==> config.mk <==
export PLATFORM = sky130hd
export DESIGN_NAME = seven_segment_decoder
export DESIGN_NICKNAME = d
export VERILOG_FILES = /design/src/rtl/seven_seg_pkg.sv /design/src/rtl/seven_segment_decoder.sv
export SDC_FILE = /design/constraint.sdc
export NUM_CORES = 1
export LEC_CHECK = 0
export ABC_AREA = 0
export CAP_MARGIN = 20
export CORE_AREA = 2 2 39 41
export CTS_BUF_LIST = sky130_fd_sc_hd__clkbuf_8
export DETAILED_ROUTE_END_ITERATION = 10
export DIE_AREA = 0 0 41 43
export DONT_BUFFER_PORTS = 1
export HOLD_SLACK_MARGIN = 0.05
export PLACE_DENSITY = 0.31
export SLEW_MARGIN = 10
export SYNTH_ARGS = -nofsm -noshare
export SYNTH_HDL_FRONTEND = slang
export SYNTH_SLANG_ARGS = --single-unit
==> constraint.sdc <==
create_clock -name clk -period 1.1 [get_ports clk]
set_input_delay 0.275 -clock clk [delete_from_list [all_inputs] [get_ports clk]]
set_output_delay 0.275 -clock clk [all_outputs]
set_load 0.01 [all_outputs]
==> src/rtl/seven_seg_pkg.sv <==
// Shared segment constants and the BCD/hex glyph decode for seven_segment_decoder.
// Define SEVEN_SEG_HEX_DIGITS_EN to decode 10..15 as hex glyphs instead of blanking.
package seven_seg_pkg;

    localparam int unsigned SEG_W = 7;

    localparam int unsigned SEG_A = 0;
    localparam int unsigned SEG_B = 1;
    localparam int unsigned SEG_C = 2;
    localparam int unsigned SEG_D = 3;
    localparam int unsigned SEG_E = 4;
    localparam int unsigned SEG_F = 5;
    localparam int unsigned SEG_G = 6;

    localparam logic [SEG_W-1:0] SEG_BLANK  = 7'b000_0000;
    localparam logic [SEG_W-1:0] SEG_ALL_ON = 7'b111_1111;

    localparam logic [3:0] BCD_MAX = 4'd9;

    // Active-high glyph for one code; anything unlisted (including X) blanks.
    function automatic logic [SEG_W-1:0] seg_decode(input logic [3:0] code);
        logic [SEG_W-1:0] s;
        s = SEG_BLANK;
        case (code)
            4'd0:    s = 7'b011_1111;
            4'd1:    s = 7'b000_0110;
            4'd2:    s = 7'b101_1011;
            4'd3:    s = 7'b100_1111;
            4'd4:    s = 7'b110_0110;
            4'd5:    s = 7'b110_1101;
            4'd6:    s = 7'b111_1101;
            4'd7:    s = 7'b000_0111;
            4'd8:    s = 7'b111_1111;
            4'd9:    s = 7'b110_1111;
`ifdef SEVEN_SEG_HEX_DIGITS_EN
            4'd10:   s = 7'b111_0111;
            4'd11:   s = 7'b111_1100;
            4'd12:   s = 7'b011_1001;
            4'd13:   s = 7'b101_1110;
            4'd14:   s = 7'b111_1001;
            4'd15:   s = 7'b111_0001;
`endif
            default: s = SEG_BLANK;
        endcase
        return s;
    endfunction

endpackage

==> src/rtl/seven_segment_decoder.sv <==
// Combinational BCD to 7-segment decode with lamp-test/blank overrides and a sticky
// illegal-code flag. SEVEN_SEG_HEX_DIGITS_EN makes all 16 codes legal hex glyphs.
module seven_segment_decoder
    import seven_seg_pkg::*;
#(
    parameter bit ACTIVE_LOW = 1'b0
) (
    input  logic             clk,
    input  logic             rst_n,
    input  logic [3:0]       num,
    input  logic             lamp_test,
    input  logic             blank,
    input  logic             err_clr,
    output logic [SEG_W-1:0] seg,
    output logic             err
);

    logic [SEG_W-1:0] seg_hi;
    logic             err_set;
    logic             err_d;
    logic             err_q;

    always_comb begin
        seg_hi = seg_decode(num);
        if (lamp_test) begin
            seg_hi = SEG_ALL_ON;
        end else if (blank) begin
            seg_hi = SEG_BLANK;
        end
        seg = ACTIVE_LOW ? ~seg_hi : seg_hi;
    end

    // Only a displayed code counts as illegal; overridden digits are never reported.
`ifdef SEVEN_SEG_HEX_DIGITS_EN
    assign err_set = 1'b0;
`else
    assign err_set = (num > BCD_MAX) && !blank && !lamp_test;
`endif

    always_comb begin
        err_d = err_q;
        if (err_set) begin
            err_d = 1'b1;
        end else if (err_clr) begin
            err_d = 1'b0;
        end
    end

    always_ff @(posedge clk or negedge rst_n) begin
        if (!rst_n) begin
            err_q <= 1'b0;
        end else begin
            err_q <= err_d;
        end
    end

    assign err = err_q;

endmodule

**Yosys cells after proc, flatten, opt, wreduce, memory -nomap -nowiden**

Memories as Yosys holds them, arrays and structs flattened.
Index checks and enable logic that the tools add are counted.

- Register bits: 1
- ROM bits: 112
- Bits of input ports: 9
- Output and inout bits: 8
- Logic and storage cells: 12
- Memories: 1

- Magnitude comparators: 1
- Mux-type cells: 4
- Reductions and logical operators: 5

Memories:

| name | words | bits a word | rd ports | clocked after Yosys merged registers in | write ports | RTL line | text |
|---|---|---|---|---|---|---|---|
| (name not given) | 16 | 7 | 1 | 0 | 0 | seven_seg_pkg.sv:24 | `case (code)` |

Operator list:

| operator | number |
|---|---|
| 7-bit 2-to-1 mux | 2 |
| 4-bit greater-than comparator (second input constant) | 1 |
| 1-bit logical AND | 2 |
| 1-bit logical NOT | 2 |
| 1-bit 2-to-1 mux | 2 |
| 2-bit nonzero test | 1 |

**Longest topological paths before layout**

Gate-level depths: netlist of run 1.

- Word-level depth: 4
- Depth in mapped cells: 5
- Depth with buffers taken out: 5

**Least setup slack after synthesis of run 1**

Ideal clock, no wire load.

- Kind: input to output
- Start: input port num[0]
- End: output port seg[1]
- Arrival time: 1.012 ns
- Required time: 0.825 ns
- Path slack: -0.187 ns
- Stages on the path: 5
- Path buffers: 0
- Cells stage by stage: inv_1 > ha_1 > nor2_1 > nor2_1 > o21ai_0

- Word-level cells in the longest chain between the ends: 3

Ends and longest elaborated chain:

| item | RTL line | text |
|---|---|---|
| start: declaration | seven_segment_decoder.sv:10 | `input logic [3:0] num,` |
| memory read 16 x 7 bit | -- |  |
| 7-bit 2-to-1 mux | seven_segment_decoder.sv:27 | `end else if (blank) begin` |
| 7-bit 2-to-1 mux | seven_segment_decoder.sv:25 | `if (lamp_test) begin` |
| end: declaration | seven_segment_decoder.sv:14 | `output logic [SEG_W-1:0] seg,` |

No other way between the ends.

**Worst setup path after layout of run 1**

- Start: input port num[1]
- End: output port seg[1]

Same word-level chain as after synthesis.

==> impl_metrics.env, run 1 <==
export IMPL_p_sw_uw=70.9
export IMPL_holdPathStages=1
export IMPL_seq_area_frac_synth_pct=8.73
export IMPL_portBuffers=0
export IMPL_maxSlewViolCount=0
export IMPL_final_antenna_net_count=0
export IMPL_syn_mean_instance_area_um2=6.99
export IMPL_critPathBufInv=1
export IMPL_setup_viol=2
export IMPL_grt_pass1_wl_um=1210
export IMPL_cp_slowest_stage_delay_ns=0.23
export IMPL_regToRegStartpoint="err$_DFFE_PN0P_"
export IMPL_slew_headroom_pct=78.4
export IMPL_ios=17
export IMPL_crit_path_start_kind="input port"
export IMPL_ys_seq_elements=1
export IMPL_place_area_um2=409
export IMPL_critPathTopFamily="adder cells"
export IMPL_drc=0
export IMPL_async_reset_ff_share_pct=100
export IMPL_layout_area_seq_um2=25.0
export IMPL_reg2reg_depth=2
export IMPL_skew_ns=0
export IMPL_n_antenna_cell=0
export IMPL_maxCapViolCount=0
export IMPL_netlist_area_um2=287
export IMPL_rsz0062_at_grt="yes"
export IMPL_power_uw=171
export IMPL_core_area_um2=1380
export IMPL_cellLeakagePower_nw=0.153
export IMPL_die_area_um2=1760
export IMPL_layout_common_cells="nor2_1, ha_4, inv_1, a21oi_2"
export IMPL_place_ws_ns=-0.0511
export IMPL_yosysWarningCount=0
export IMPL_cp_required_ns=0.82
export IMPL_firstDrtPassIters=1
export IMPL_finalHoldViolations=0
export IMPL_fin_cells=56
export IMPL_start_util_pct=20.7
export IMPL_end_kind="primary output"
export IMPL_wl_um=813
export IMPL_clk_latency_ns=0
export IMPL_dpl_hpwl_um=711
export IMPL_pwr_density_cell_nw_per_um2=393
export IMPL_whs_ns=0.390
export IMPL_postSynthCellCount=41
export IMPL_synth_distinct_cells=19
export IMPL_die_w_um=41
export IMPL_routabilityCongestion=0.701
export IMPL_final_nets=56
export IMPL_dp_cells=55
export IMPL_p_comb_share_pct=74.6
export IMPL_period_share_pct=101
export IMPL_tns_ns=-0.0227
export IMPL_antenna_found_initial=0
export IMPL_die_h_um=43
export IMPL_wire_per_inst_um=14.5
export IMPL_cp_arrival_ns=0.84
export IMPL_fill_cells=142
export IMPL_grt_max_degree=11
export IMPL_multi_input_area_um2=340
export IMPL_drt_iter0_drc=0
export IMPL_violations="setup timing"
export IMPL_fp_row_count=14
export IMPL_gr_total_overflow=0
export IMPL_tightest_slew_ns=0.323
export IMPL_status="finished, violations left"
export IMPL_grt_pass1_vias=247
export IMPL_reg2reg_slack_ns=0.45
export IMPL_holdCritStartpoint="err_clr"
export IMPL_syn_to_final_growth_pct=52.0
export IMPL_p_clk_share_pct=0
export IMPL_worstPathMaxFanout=7
export IMPL_largest_register_ffs=1
export IMPL_worst_setup_path_type="in -> out"
export IMPL_final_cell_area_um2=435
export IMPL_final_util_pct=31.5
export IMPL_cts_clk_slew_worst_paths_ns=0
export IMPL_power_frac_seq_pct=25.4
export IMPL_synth_edf_count=0
export IMPL_grt_util_all_layers_pct=9.49
export IMPL_p_int_uw=100
export IMPL_whs_endpoint="err$_DFFE_PN0P_"
export IMPL_synthesis_nets=55
export IMPL_drive_above_1_share_pct=52.5
export IMPL_slowest_stage="ha_4"
export IMPL_hold_class="in -> reg"
export IMPL_crit_path_cell_trace="inv_12 > ha_4 > nor2_2 > nor2_1 > o21ai_2"
export IMPL_finalWorstSetupSlack_ns=-0.0148
export IMPL_p_sw_share_pct=41.5
export IMPL_viasPerCell=4.91
export IMPL_min_period_ns=1.11
export IMPL_synth_top_flop_cell="dfrtp_1"
export IMPL_timing_fmax_ghz=0.897
export IMPL_vias=275
export IMPL_r2r_end="err$_DFFE_PN0P_"
export IMPL_vdd_drop_max_uv=117
==> routing by layer <==
| metal | vias to the layer above | GRT usage (%) | routed length, um |
|---|---|---|---|
| met3 | 0 | 1.05 | 46 |
| met4 | 0 | 0 | 0 |
| met5 | - | 0 | 0 |
| li1 | 140 | - | - |
| met1 | 127 | 12.0 | 310 |
| met2 | 8 | 17.2 | 456 |
==> cell families after synthesis <==
family	Yosys count	synth area share [%]
compound gates	13	28.4
xor+xnor	1	3.06
fa+ha+maj	5	21.8
buf+inv	8	13.1
flops	1	8.73
mux	1	3.49
simple gates	12	21.4
==> worst register-to-register path, delay by kind of cell, from the launching register on <==
kind                   cells  cell delay, ns
AOI/OAI and AO/OA          1            0.06
buffers and inverters      1            0.06
DFF                        1            0.39
==> what timing repair did <==
item	in CTS	in global routing
hold buffers	1	0
setup buffers	0	0
pin swaps	5	2
gates resized for setup	3	3
endpoints found under the setup margin	5	5
endpoints found under the hold margin	1	0
==> layout make-up <==
class / instances / share of cell area (%)
tap: 16 / 4.60
inverter: 6 / 9.20
sequential: 1 / 5.75
multi-input combinational: 32 / 78.2
timing repair buffer: 1 / 2.30
==> power groups by stage <==
| stage | Combinational [mW] | Sequential, mW | Clock [mW] |
|---|---|---|---|
| 6_report | 0.127 | 0.0435 | 0 |
| 3_5_place_dp | 0.119 | 0.0436 | 0 |
| 2_1_floorplan | 0.121 | 0.0432 | 0 |
| 4_1_cts | 0.126 | 0.0436 | 0 |
| 3_3_place_gp | 0.118 | 0.0435 | 0 |
| 5_1_grt | 0.139 | 0.0439 | 0 |
==> worst max-delay path by stage <==
stage                      start      to  depth (start not counted)
after floorplan           num[0]  seg[1]                          5
after global placement    num[0]  seg[1]                          5
after detailed placement  num[0]  seg[1]                          5
after CTS                 num[0]  seg[4]                          5
after global routing      num[1]  seg[1]                          5
final                     num[1]  seg[1]                          5
==> synthesized netlist by cell type (2+ instances only) <==
master / instances / area [um^2]
a21oi_1: 4 / 20.0
a31oi_1: 2 / 12.5
buf_4: 2 / 15.0
ha_1: 5 / 62.6
inv_1: 5 / 18.8
nand2_1: 2 / 7.51
nand2b_1: 3 / 18.8
nor2_1: 6 / 22.5
o21ai_0: 2 / 10.0
(Power assumes the default switching activity.)
==> run 2: changes to the inputs <==
--- a/config.mk
+++ b/config.mk
@@ -7,11 +7,12 @@
 export LEC_CHECK = 0
 export ABC_AREA = 0
 export CAP_MARGIN = 20
-export CORE_AREA = 2 2 39 41
+export CORE_AREA = 5 5 42 44
 export CTS_BUF_LIST = sky130_fd_sc_hd__clkbuf_8
 export DETAILED_ROUTE_END_ITERATION = 10
-export DIE_AREA = 0 0 41 43
+export DIE_AREA = 0 0 47 49
 export DONT_BUFFER_PORTS = 1
+export GPL_TIMING_DRIVEN = 1
 export HOLD_SLACK_MARGIN = 0.05
 export PLACE_DENSITY = 0.31
 export SLEW_MARGIN = 10
==> impl_metrics.env, run 2 (synthesized netlist as in run 1, its figures left out) <==
export IMPL_grt_max_degree=11
export IMPL_die_h_um=49
export IMPL_hold_class="in -> reg"
export IMPL_maxSlewViolCount=0
export IMPL_min_period_ns=1.12
export IMPL_cts_clk_slew_worst_paths_ns=0
export IMPL_violations="setup timing"
export IMPL_die_area_um2=2300
export IMPL_n_antenna_cell=0
export IMPL_holdCritStartpoint="err_clr"
export IMPL_grt_pass1_vias=311
export IMPL_p_sw_uw=75.0
export IMPL_viasPerCell=4.96
export IMPL_finalHoldViolations=0
export IMPL_clk_latency_ns=0
export IMPL_power_uw=179
export IMPL_p_clk_share_pct=0
export IMPL_rsz0062_at_grt="yes"
export IMPL_slowest_stage="ha_4"
export IMPL_fin_cells=56
export IMPL_cp_slowest_stage_delay_ns=0.24
export IMPL_tightest_slew_ns=0.300
export IMPL_worst_setup_path_type="in -> out"
export IMPL_syn_to_final_growth_pct=56.3
export IMPL_r2r_end="err$_DFFE_PN0P_"
export IMPL_dpl_hpwl_um=761
export IMPL_pwr_density_cell_nw_per_um2=399
export IMPL_skew_ns=0
export IMPL_grt_pass1_wl_um=1480
export IMPL_portBuffers=0
export IMPL_final_util_pct=32.0
export IMPL_cp_required_ns=0.82
export IMPL_whs_endpoint="err$_DFFE_PN0P_"
export IMPL_fp_row_count=14
export IMPL_timing_fmax_ghz=0.892
export IMPL_core_area_um2=1400
export IMPL_end_kind="primary output"
export IMPL_vdd_drop_max_uv=119
export IMPL_holdPathStages=1
export IMPL_reg2reg_depth=2
export IMPL_setup_viol=2
export IMPL_final_cell_area_um2=448
export IMPL_p_int_uw=104
export IMPL_finalWorstSetupSlack_ns=-0.0208
export IMPL_routabilityCongestion=0.657
export IMPL_cp_arrival_ns=0.85
export IMPL_regToRegStartpoint="err$_DFFE_PN0P_"
export IMPL_reg2reg_slack_ns=0.42
export IMPL_wl_um=918
export IMPL_dp_cells=55
export IMPL_status="finished, violations left"
export IMPL_gr_total_overflow=0
export IMPL_start_util_pct=20.4
export IMPL_crit_path_cell_trace="inv_12 > ha_4 > nor2_4 > nor2_2 > o21ai_2"
export IMPL_p_comb_share_pct=75.5
export IMPL_layout_common_cells="nor2_1, ha_4, inv_1, a21oi_2"
export IMPL_place_area_um2=409
export IMPL_final_nets=56
export IMPL_drc=0
export IMPL_drive_above_1_share_pct=52.5
export IMPL_die_w_um=47
export IMPL_wire_per_inst_um=16.4
export IMPL_crit_path_start_kind="input port"
export IMPL_drt_iter0_drc=2
export IMPL_largest_register_ffs=1
export IMPL_grt_util_all_layers_pct=8.15
export IMPL_period_share_pct=102
export IMPL_maxCapViolCount=0
export IMPL_ios=17
export IMPL_cellLeakagePower_nw=0.156
export IMPL_p_sw_share_pct=41.9
export IMPL_worstPathMaxFanout=3
export IMPL_slew_headroom_pct=79.9
export IMPL_antenna_found_initial=0
export IMPL_vias=278
export IMPL_firstDrtPassIters=2
export IMPL_power_frac_seq_pct=24.5
export IMPL_final_antenna_net_count=0
## run 2: cell types whose count changed in the layout (fill, tap and decap cells not counted)
cell    delta
inv_12     +1
inv_6      -1
nor2_2     -1
nor2_4     +1
## run 2: worst max path at each step
| stage | endpoint | from | cells after the start | slack (ns) |
|---|---|---|---|---|
| floorplan | seg[1] | num[0] | 5 | -0.01 |
| global placement | seg[1] | num[0] | 5 | -0.06 |
| detailed placement | seg[1] | num[0] | 5 | -0.06 |
| CTS | seg[3] | num[1] | 4 | -0.02 |
| global route | seg[1] | num[0] | 5 | -0.04 |
| finish | seg[1] | num[0] | 5 | -0.02 |
## run 2: layout make-up
cell class / instances / area [um^2]
well taps: 16 / 20.0
fillers: 147 / 953
repair buffers: 1 / 10.0
flip-flops and latches: 1 / 25.0
multi-input cells: 32 / 345
inverters: 6 / 47.5
## run 2: through the flow
stage	hold WS (ns)	worst slack [ns]	TNS [ns]
finish	0.406	-0.0208	-0.0226
global route	0.424	-0.0414	-0.120
CTS	0.418	-0.0227	-0.0553
detailed placement	-0.0205	-0.0633	-0.206
global placement	-0.0206	-0.0558	-0.212
floorplan	-0.0206	-0.0133	-0.0189
## run 2: critical path: cells and delay by family
| kind | cells | cell delay (ns) |
|---|---|---|
| AO/OA/AOI/OAI | 1 | 0.18 |
| adder cells (fa/ha/maj) | 1 | 0.24 |
| AND/OR/NAND/NOR | 2 | 0.12 |
| buffers and inverters | 1 | 0.02 |
## run 2: power groups by stage
stage | clock, mW | sequential, mW | combinational (mW)
4_1_cts | 0 | 0.0441 | 0.126
3_3_place_gp | 0 | 0.0436 | 0.119
5_1_grt | 0 | 0.0444 | 0.148
3_5_place_dp | 0 | 0.0441 | 0.119
6_report | 0 | 0.0438 | 0.135
2_1_floorplan | 0 | 0.0432 | 0.121
## run 2: timing repair
action	4_1_cts	5_1_grt
endpoints found under the setup margin	5	5
hold buffers	1	0
resized for setup	4	6
pin swaps	3	5
hold endpoints to repair	1	0
setup buffers	0	0
## run 2: routing by layer
layer	part of all wire, %	vias to the layer above	global-route usage (%)
met3	7.4	2	1.48
li1	-	139	-
met4	2.6	0	1.38
met5	0	-	0
met2	54	9	15.4
met1	36	128	8.93
